<file path="config.mk">
export PLATFORM = sky130hd
export DESIGN_NAME = bus_matrix
export DESIGN_NICKNAME = d
export VERILOG_FILES = /design/src/rtl/bus_matrix.sv
export SDC_FILE = /design/constraint.sdc
export NUM_CORES = 1
export LEC_CHECK = 0
export BUFFER_PORTS_ARGS = -buffer_cell sky130_fd_sc_hd__buf_2
export CAP_MARGIN = 30
export CORE_MARGIN = 3
export CORE_UTILIZATION = 49
export DETAILED_ROUTE_END_ITERATION = 10
export PLACE_DENSITY = 0.84
export SLEW_MARGIN = 5
export SYNTH_ARGS = -nofsm -noshare
export SYNTH_HDL_FRONTEND = slang
export SYNTH_SLANG_ARGS = --single-unit
</file>
<file path="constraint.sdc">
create_clock -name i_clk -period 7.1 [get_ports i_clk]
set_input_delay 2.13 -clock i_clk [delete_from_list [all_inputs] [get_ports i_clk]]
set_output_delay 2.13 -clock i_clk [all_outputs]
set_load 0.1 [all_outputs]
</file>
<file path="src/rtl/bus_matrix.sv">
// N-source / M-destination bus mux with bus-hold, conflict and timeout tracking,
// and a ready/stall write handshake. Define BUS_MATRIX_STRICT_EN to blank the bus on conflicts.
module bus_matrix #(
    parameter int DATA_W    = 8,
    parameter int N_SRC     = 4,
    parameter int N_DST     = 6,
    parameter int CNT_W     = 4,
    parameter int STALL_MAX = 15
) (
    input  logic                    i_clk,
    input  logic                    i_reset,
    input  logic [N_SRC*DATA_W-1:0] i_srcData,
    input  logic [N_SRC-1:0]        i_srcOe,
    input  logic [N_DST-1:0]        i_dstWr,
    input  logic [N_DST-1:0]        i_dstReady,
    input  logic                    i_errClear,
    output logic [DATA_W-1:0]       o_bus,
    output logic [N_DST-1:0]        o_dstWr,
    output logic                    o_stall,
    output logic                    o_conflict,
    output logic                    o_timeout,
    output logic [CNT_W-1:0]        o_errCount
);
    typedef enum logic [1:0] {IDLE, WAIT, ABORT} state_t;

    localparam int SCW = 8;
    localparam logic [CNT_W-1:0] CNT_MAX = '1;

    function automatic logic [CNT_W-1:0] satAdd(input logic [CNT_W-1:0] a, input logic [1:0] inc);
        logic [CNT_W:0] sum;
        sum = {1'b0, a} + (CNT_W+1)'(inc);
        return sum[CNT_W] ? CNT_MAX : sum[CNT_W-1:0];
    endfunction

    state_t           state, stateNext;
    logic [SCW-1:0]   stallCnt, stallCntNext;
    logic [DATA_W-1:0] holdReg, busSel;
    logic             anyOe, multiOe, readyAll, stallReq, abortEntry;
    logic             holdLoad, wrBlock;

    // Lowest-index enabled source wins; with no enables the hold register drives the bus.
    always_comb begin
        busSel = holdReg;
        for (int k = N_SRC - 1; k >= 0; k--) begin
            if (i_srcOe[k]) busSel = i_srcData[k*DATA_W +: DATA_W];
        end
    end

    assign anyOe    = |i_srcOe;
    assign multiOe  = |(i_srcOe & (i_srcOe - N_SRC'(1)));
    assign readyAll = &(~i_dstWr | i_dstReady);

`ifdef BUS_MATRIX_STRICT_EN
    assign o_bus    = multiOe ? '0 : busSel;
    assign holdLoad = anyOe & ~multiOe;
    assign wrBlock  = multiOe;
`else
    assign o_bus    = busSel;
    assign holdLoad = anyOe;
    assign wrBlock  = 1'b0;
`endif

    assign stallReq = (|i_dstWr) & ~readyAll & (state != ABORT);
    assign o_stall  = stallReq;
    assign o_dstWr  = (readyAll && state != ABORT && !wrBlock) ? i_dstWr : '0;

    always_comb begin
        stateNext    = state;
        stallCntNext = stallCnt;
        abortEntry   = 1'b0;
        case (state)
            IDLE: begin
                if (stallReq) begin
                    stateNext    = WAIT;
                    stallCntNext = SCW'(1);
                end
            end
            WAIT: begin
                if (readyAll || i_dstWr == '0) begin
                    stateNext    = IDLE;
                    stallCntNext = '0;
                end else if (stallCnt == SCW'(STALL_MAX)) begin
                    stateNext    = ABORT;
                    stallCntNext = '0;
                    abortEntry   = 1'b1;
                end else begin
                    stallCntNext = stallCnt + SCW'(1);
                end
            end
            ABORT: begin
                stateNext    = IDLE;
                stallCntNext = '0;
            end
            default: begin
                stateNext    = IDLE;
                stallCntNext = '0;
            end
        endcase
    end

    always_ff @(posedge i_clk) begin
        if (i_reset) begin
            state      <= IDLE;
            stallCnt   <= '0;
            holdReg    <= '0;
            o_conflict <= 1'b0;
            o_timeout  <= 1'b0;
            o_errCount <= '0;
        end else begin
            state    <= stateNext;
            stallCnt <= stallCntNext;
            if (holdLoad) holdReg <= o_bus;
            // Clear wins over any increment arriving in the same cycle.
            if (i_errClear) begin
                o_conflict <= 1'b0;
                o_timeout  <= 1'b0;
                o_errCount <= '0;
            end else begin
                if (multiOe)    o_conflict <= 1'b1;
                if (abortEntry) o_timeout  <= 1'b1;
                o_errCount <= satAdd(o_errCount, {1'b0, multiOe} + {1'b0, abortEntry});
            end
        end
    end
endmodule

</file>
[Word-level counts from Yosys, hierarchy flattened]
Cells that the tools add are included.
Storage, ports and cells
  flip-flop bits (word level): 24
Operators by class
  $add $sub $neg: 4
  equal/unequal tests: 5
  multiplexer cells: 17
  bitwise operators: 6
  reduce and logical (&&, ||, !) cells: 10
Operators with widths (number)
  8-bit two-way mux: 7
  8-bit one-hot mux with 2 select lines: 1
  8-bit by 1-bit adder with 8-bit output (second input constant): 1
  8-bit by 4-bit equality test with 1-bit output (second input constant): 1
  4-bit OR reduction: 2
  6-bit logical NOT: 1
  2-bit two-way mux: 3
  6-bit two-way mux: 1
  6-bit NOT: 1
  6-bit OR: 1
  6-bit AND reduction: 1
  6-bit OR reduction: 1
  4-bit by 2-bit adder with 5-bit output: 1
  4-bit AND: 1
  4-bit two-way mux: 1
  2-bit != test (second input constant): 2
  2-bit one-hot mux with 2 select lines: 1
  4-bit by 1-bit subtractor with 4-bit output (second input constant): 1
  1-bit two-way mux: 3
  3-bit != test (second input constant): 1
  1-bit by 1-bit adder with 2-bit output: 1
  1-bit AND: 2
  2-bit by 1-bit equality test with 1-bit output (second input constant): 1
  2-bit logical NOT: 1
  5 further kinds: 5

[Logic depth before layout (Yosys ltp)]
Gate-level depths: netlist of the first run.
  depth in word-level cells: 9
  gate-level depth with buffers: 8

[Least setup slack after synthesis of the first run]
OpenSTA, ideal clock, no wires.
  path kind: input-to-output
  start point: in i_srcOe[2]
  end point: out o_bus[2]
  data arrival time: 4.866 ns
  required time: 4.970 ns
  path slack: 0.104 ns
  cell stages on the path: 6
  buffers on the path: 2
  cell sequence: buf_2 > clkbuf_1 > nand2_1 > o21ai_0 > mux2i_1 > o21ai_0
Between the ends
  word-level cells in the longest chain between the ends: 3
Ends and longest elaborated chain
  from (decl): RTL line 13  | input logic [N_SRC-1:0] i_srcOe,
  8-bit two-way mux (3 in series): RTL line 45  | if (i_srcOe[k]) busSel = i_srcData[k*DATA_W +: DATA_W];
  to (decl): RTL line 17  | output logic [DATA_W-1:0] o_bus,
No other way between the ends.

[Final worst setup path of the first run]
  start point: in i_dstWr[1]
  end point: out o_dstWr[1]
Between the ends
  word-level cells in the longest chain between the ends: 5
Ends and longest elaborated chain
  from (decl): RTL line 14  | input logic [N_DST-1:0] i_dstWr,
  6-bit NOT: RTL line 51  | assign readyAll = &(~i_dstWr | i_dstReady);
  6-bit OR: RTL line 51
  6-bit AND reduction: RTL line 51
  1-bit logical AND: RTL line 65  | assign o_dstWr = (readyAll && state != ABORT && !wrBlock) ? i_dstWr : '0;
  6-bit two-way mux (*): RTL line 65
  to (decl): RTL line 18  | output logic [N_DST-1:0] o_dstWr,
Every way passes the cells marked *; elsewhere a longest branch is shown, timed or not.

==> results of run 1 <==
per-layer routing:
| metal | share of wire [%] | wire length (um) | up-vias |
|---|---|---|---|
| met1 | 43 | 1520 | 677 |
| met3 | 7.4 | 265 | 5 |
| met5 | 0 | 0 | - |
| met2 | 48 | 1720 | 56 |
| met4 | 1.6 | 58 | 0 |
| li1 | - | - | 792 |
power breakdown:
part / total [mW] / switching, mW / internal, mW
logic: 0.117 / 0.0853 / 0.0317
clock network: 0.0996 / 0.0425 / 0.0571
registers: 0.144 / 0.00368 / 0.140
total: 0.361 / 0.131 / 0.229
final cells by class:
| cell class | count | area share, % |
|---|---|---|
| multi-input cells | 148 | 50.2 |
| flip-flops and latches | 24 | 25.4 |
| repair buffers | 71 | 18.8 |
| well taps | 31 | 2.05 |
| clock inverters | 1 | 1.59 |
| clock buffers | 3 | 1.19 |
| inverters | 4 | 0.794 |
cells by family (layout without fill, tap and decap cells):
family,after synthesis,count (layout),synth area share [%]
buf+inv,13,79,4.03
compound gates,40,40,16.6
flops,24,24,32.2
mux,17,17,11.4
simple gates,87,87,32.0
fa+ha+maj,4,4,3.69
synthesized netlist by cell type (2+ instances only):
master	n	area (um2)
a2111oi_0	2	17.5
inv_1	4	15.0
nand2_1	22	82.6
a21oi_1	8	40.0
ha_1	2	25.0
o21ai_0	20	100
buf_2	3	15.0
mux2i_1	17	170
nand4b_1	3	26.3
dfxtp_1	24	480
o21a_1	2	15.0
and2_1	7	43.8
nor3_1	6	30.0
nand4_1	3	18.8
or3_4	2	22.5
a31oi_1	3	18.8
nand3_1	13	65.1
clkbuf_1	5	18.8
nor2_1	10	37.5
nor2b_1	12	75.1
sequential cells by signal (all words and copies together), names as in the netlist:
name        count
o_conflict      1
o_timeout       1
state           2
holdReg         8
o_errCount      4
stallCnt        8
worst register-to-register path: stages (launching register included):
cell and delay, ps:
dfxtp_1 440, ha_1 250, nand3_1 170, or3_4 400, nor3_4 240, fa_1 220
ha_1 230, nor3_1 70, a2111oi_0 370
final timing paths:
kind,start,end,slack (ps),depth (start not counted)
worst min register to register,o_conflict$_SDFFE_PP0N_,o_conflict$_SDFFE_PP0N_,500,1
worst max-delay path,i_dstWr[1],o_dstWr[1],1210,7
worst min-delay path,o_conflict$_SDFFE_PP0N_,o_conflict$_SDFFE_PP0N_,500,1
worst max register to register,stallCnt[0]$_SDFFE_PP0P_,o_errCount[3]$_SDFF_PP0_,4590,8
per-stage QoR:
step	utilization, %	hold slack [ps]
3_3_place_gp	65.0	446
3_5_place_dp	65.0	462
6_report	66.9	502
4_1_cts	66.9	507
5_1_grt	66.9	517
2_1_floorplan	-	471
==> metrics.md, run 1 <==
| Metric | Value |
|---|---|
| Mean Syn Cell Area | 8.06 um2 |
| Vias in the first global route | 1,356 |
| Setup_tns | 0 ps |
| Die width | 61.1 um |
| Maximum buffer depth of the clock tree | 2 |
| RSZ-0062 raised after global routing | false |
| Critical path endpoint category | output pin |
| Filler cell count | 236 |
| Max Fclk | 170 MHz |
| Clock Sinks | 24 |
| Slowest cell on the critical path | a2111oi_4 |
| Die area | 3740 um2 |
| Mapped Cells | 185 |
| Final WS setup | 1210 ps |
| Initial antenna violation count | 0 |
| Most frequent cells in the layout | 71 x buf_2, 24 x dfxtp_1, 22 x nand2_1 |
| Clock slew at reported path FFs | 130 ps |
| Worst Setup Path Type | in2out |
| DR vias | 1,530 |
| Leak | 0.900 nW |
| GR Util met1 | 22.3% |
| Skew final | 2.86 ps |
| Max-cap violations | 0 |
| Row Count | 19 |
| Overall Global Routing Usage | 19.4% |
| Post-synth EDFFs | 0 |
| Area delta synth->final | 27.0% |
| Worst min-delay path class | reg2reg |
| Synth Warn # | 0 |
| Unique masters post-synth | 37 |
| Maximum vdd drop | 117 uV |
| M3 GR Usage | 2.94% |
| WP buf/inv | 2 |
| # hold bufs at CTS | 0 |
| Share of cells above drive strength 1 | 32.7% |
| Setup violators final | 0 |
| Finished Layout Cells | 282 |
| FFs w/ async S/R, synth | 0% |
| Critical path required time | 4970 ps |
| Busiest grt layer | met2 |
| Most common cell after layout, fill and taps aside | buf_2 |
| CP cell instances | buf_2, nor2b_1, a2111oi_4, nand2_1, a21oi_2, and2_1, buf_2 |
| Chip height | 61.1 um |
| DRT iter0 DRCs | 41 |
| Register area | 480 um2 |
| Post-route minimum period | 5890 ps |
| Crit-path most repeated cell | buf_2 |
| Final ANT Viol Nets | 0 |
| Yosys reg bits | 24 |
| CP arrival | 3760 ps |
| Sequential element share of the synthesized area | 32.2% |
| Routed WL | 3570 um |
| Setup Buffers After CTS | 0 |
| WL/cell | 12.6 um |
| Worst Path Max Fanout | 6 |
| Ports | 72 |
| PortBufs | 71 |
| Worst-Skew Late Latency | 320 ps |
| Slowest stage delay, CP | 420 ps |
| Slew HR | 51.1% |
| Largest net degree at the start of global routing | 24 |
| Final net count | 306 |
| DR vias/cell | 5.43 |
| Congestion Overflow GR | 0 |
| Initial Utilization | 52.7% |
| HPWL Detailed | 2780 um |
| CP delay by family, top | compound AO/OA/AOI/OAI gates |
| First-pass GRT wire length | 5440 um |
| Ant diodes | 0 |
| Placer Congestion | 0.908 |
| GR Util met2 | 35.3% |
| Slew @ Worst Pin | 729 ps |
| Outcome | finished clean |
| Final Hold Vio Count | 0 |
| Pre-Repair DR Iteration Count | 4 |
| Final period util | 83.0% |
| Syn nets | 239 |
| CTS root buffer | clkbuf_4 |
| Slew Viols, Final | 0 |
| CTS tree | done |
| Post-CTS Resized | 0 |
| Mapped cell area | 1490 um2 |
| Core Area | 2830 um2 |
| Primary FF master, synth | dfxtp_1 |
| Multi-input logic area | 950 um2 |
| H-tree levels | 1 |
| Area post-placement | 1840 um2 |
| Pwr dens | 191 nW/um2 |
| Post-Layout Inst Area | 1890 um2 |
| Num CTS Buffers | 3 |
| Place WS | 1200 ps |
| Startpoint Class | input pin |
| DRC viols | 0 |
| Total chip power | 0.361 mW |
| Number of instances in the placed design | 278 |
No activity file was read; power rests on OpenSTA's default activity.
==> inputs of run 2 (changes only) <==
--- a/config.mk
+++ b/config.mk
@@ -5,12 +5,13 @@
 export SDC_FILE = /design/constraint.sdc
 export NUM_CORES = 1
 export LEC_CHECK = 0
+export ABC_AREA = 1
 export BUFFER_PORTS_ARGS = -buffer_cell sky130_fd_sc_hd__buf_2
 export CAP_MARGIN = 30
 export CORE_MARGIN = 3
-export CORE_UTILIZATION = 49
+export CORE_UTILIZATION = 46
 export DETAILED_ROUTE_END_ITERATION = 10
-export PLACE_DENSITY = 0.84
+export PLACE_DENSITY = 0.8
 export SLEW_MARGIN = 5
 export SYNTH_ARGS = -nofsm -noshare
 export SYNTH_HDL_FRONTEND = slang
==> constraint.sdc (replaced) <==
create_clock -name i_clk -period 6.1 [get_ports i_clk]
set_input_delay 1.83 -clock i_clk [delete_from_list [all_inputs] [get_ports i_clk]]
set_output_delay 1.83 -clock i_clk [all_outputs]
set_load 0.1 [all_outputs]
==> run 2 against run 1 <==
Effect of this change: design area up 1.7%; routed wire length up 2.8%; highest routed layer unchanged; count of clock-buffer cells in the layout unchanged; hold slack worse by 13 ps; register-to-register slack worse by 620 ps; critical endpoint unchanged; core utilization down 4.4 points; clock skew up 2.3 ps.
==> metrics.md, run 2 <==
| Metric | Value |
|---|---|
| Outcome | finished clean |
| Pwr dens | 218 nW/um2 (+14%) |
| DRC viols | 0 (unchanged) |
| Synth top cells by count | 50 x nand2_1, 32 x inv_1, 24 x dfxtp_1 |
| HPWL Detailed | 2840 um (+2.2%) |
| Unique masters post-synth | 26 (-30%) |
| Startpoint Class | input pin |
| Most common cell in the netlist | nand2_1 |
| Worst reg2reg path depth | 11 (+3) |
| Num CTS Buffers | 3 (unchanged) |
| Total chip power | 0.418 mW (+16%) |
| CTS tree | done |
| Slew @ Worst Pin | 483 ps (-246 ps) |
| Filler cell count | 307 (+30%) |
| Post-synth top area cell | dfxtp_1 |
| Post-synthesis simple-gate area fraction | 34.2% (+2.2 points) |
| Die area | 3980 um2 (+6.4%) |
| Worst Setup Path Type | in2out |
| Most frequent cells in the layout | 71 x buf_2, 50 x nand2_1, 32 x inv_1 |
| Largest regs | holdReg (8), stallCnt (8), o_errCount (4) |
| Main combinational cell family by area after synthesis | simple AND/OR/NAND/NOR gates |
| DRT iter0 DRCs | 73 (+78%) |
| Max-cap violations | 0 (unchanged) |
| DR vias/cell | 5.03 (-7.3%) |
| Synth Warn # | 0 (unchanged) |
| Min-delay src | o_timeout$_SDFFE_PP0P_ |
| Initial antenna violation count | 0 (unchanged) |
| Final ANT Viol Nets | 0 (unchanged) |
| First-pass GRT wire length | 6210 um (+14%) |
| Most common cell after layout, fill and taps aside | buf_2 |
| Mean Syn Cell Area | 6.63 um2 (-18%) |
| PortBufs | 71 (unchanged) |
| Place WS | 1120 ps (-80.7 ps) |
| Top cell type's share of synthesized area | 32.1% (-0.16 points) |
| Mapped Cells | 226 (+22%) |
| Share of cells above drive strength 1 | 29.8% (-2.8 points) |
| Pre-Repair DR Iteration Count | 4 (unchanged) |
| Routed WL | 3670 um (+2.8%) |
| Worst Path Max Fanout | 12 (+6) |
| Worst min-delay path class | reg2reg |
| Clock Sinks | 24 (unchanged) |
| WL/cell | 10.8 um (-14%) |
| Setup_tns | 0 ps (unchanged) |
| Ant diodes | 0 (unchanged) |
| Largest net degree at the start of global routing | 20 (-17%) |
| Final net count | 350 (+14%) |
| Post-route minimum period | 4980 ps |
| Register area | 480 um2 (unchanged) |
| Post-Layout Inst Area | 1920 um2 (+1.7%) |
| XOR/XNOR Fraction of Synth Area | 0% (unchanged) |
| Die width | 63.1 um (+3.1%) |
| Skew final | 5.12 ps (+2.25 ps) |
| Area post-placement | 1870 um2 (+1.7%) |
| Hold path depth | 2 (+1) |
| H-tree levels | 1 (unchanged) |
| Final WS setup | 1120 ps (-93.2 ps) |
| Final period util | 81.7% |
| Sequential element share of the synthesized area | 32.1% (-0.16 points) |
| FFs w/ async S/R, synth | 0% (unchanged) |
| Row Count | 20 (+1) |
| RR Endpoint | o_errCount[3]$_SDFF_PP0_ |
| Placer Congestion | 0.874 (-3.8%) |
| CTS root buffer | clkbuf_4 |
| CP arrival | 3150 ps (-610 ps) |
| WHS Endpoint | o_timeout$_SDFFE_PP0P_ |
| Core Area | 3080 um2 (+8.8%) |
| Post-CTS Resized | 0 (unchanged) |
| Congestion Overflow GR | 0 (unchanged) |
| Maximum vdd drop | 154 uV (+32%) |
| RSZ-0062 raised after global routing | false |
| Setup Buffers After CTS | 0 (unchanged) |
| Overall Global Routing Usage | 18.6% (-0.84 points) |
| Slew HR | 67.7% (+17 points) |
| Post-synth EDFFs | 0 (unchanged) |
| Setup violators final | 0 (unchanged) |
| R2R setup slack | 3970 ps (-620 ps) |
| RR Startpoint | stallCnt[0]$_SDFFE_PP0P_ |
| Maximum buffer depth of the clock tree | 2 (unchanged) |
| Primary FF master, synth | dfxtp_1 |
| Hold Slack | 489 ps (-12.7 ps) |
| Syn nets | 280 (+17%) |
| Clock slew at reported path FFs | 130 ps (about the same) |
| Leak | 0.998 nW (+11%) |
| Synth Area in Compound Gates | 19.2% (+2.6 points) |
| Worst-Skew Late Latency | 310 ps (about the same) |
| Ports | 72 (unchanged) |
| Critical path endpoint category | output pin |
| Slew Viols, Final | 0 (unchanged) |
| Vias in the first global route | 1,483 (+9.4%) |
| Chip height | 63.1 um (+3.1%) |
| DR vias | 1,705 (+11%) |
| Critical path required time | 4270 ps (-700 ps) |
| Synth area leaders | dfxtp_1 32%, nand2_1 13%, inv_1 8.0% |
| Initial Utilization | 48.7% (-4.0 points) |
| Synth Area in Adders | 3.01% (-0.69 points) |
| Post-synthesis mux area share | 0% (-11 points) |
| Max Fclk | 201 MHz |
| Area delta synth->final | 28.4% |
| Yosys reg bits | 24 (unchanged) |
| Mapped cell area | 1500 um2 (+0.50%) |
| Multi-input logic area | 845 um2 (-11%) |
| Final Hold Vio Count | 0 (unchanged) |
| # hold bufs at CTS | 0 (unchanged) |
## run 2: how the worst max path moves through the flow
stage	startpoint	end	slack [ps]	cells after the start
floorplan	i_dstWr[2]	o_stall	620	6
global placement	i_dstWr[4]	o_dstWr[3]	1160	9
detailed placement	i_dstWr[4]	o_dstWr[1]	1120	9
CTS	i_dstWr[4]	o_dstWr[1]	1120	9
global route	i_dstReady[4]	o_dstWr[1]	960	10
finish	i_dstWr[4]	o_dstWr[1]	1120	9
## run 2: where the power goes
group,internal [mW],switching [mW],total (mW),leakage (nW)
logic,0.0331,0.104,0.137,0.774
registers,0.163,0.00384,0.167,0.197
clock network,0.0664,0.0474,0.114,0.0279
## run 2: cells by family after synthesis
kind of cell             Yosys count
buffers and inverters             42
flip-flops                        24
AO/OA/AOI/OAI                     45
AND/OR/NAND/NOR                  112
adder cells (fa/ha/maj)            3
## run 2: worst max-delay path, cell delays in order
cell	delay, ps
buf_2	100
nand2_1	50
nand2_1	80
nor2_4	230
nand2_4	150
inv_2	90
o21ai_2	90
nor2_1	90
buf_2	430
## run 2: area by class of cell
type | instances | area share [%]
multi-input cells | 160 | 43.9
clock buffers | 3 | 1.17
flip-flops and latches | 24 | 25.0
clock inverters | 1 | 1.56
repair buffers | 71 | 18.5
inverters | 36 | 7.03
well taps | 44 | 2.86
## run 2: metrics by stage
stage	utilization [%]	instances
final	62.5	339
after global routing	62.5	339
after CTS	62.5	339
after detailed placement	60.8	335
after global placement	60.8	335
after floorplan	-	226
## run 2: metal layers
layer  routed length, um  global-route usage, %  up-vias
met1                1610                   24.2      763
li1                    -                      -      894
met2                1820                   31.4       44
met4                  27                   5.23        0
met3                 209                   3.21        4
met5                   0                      0        -
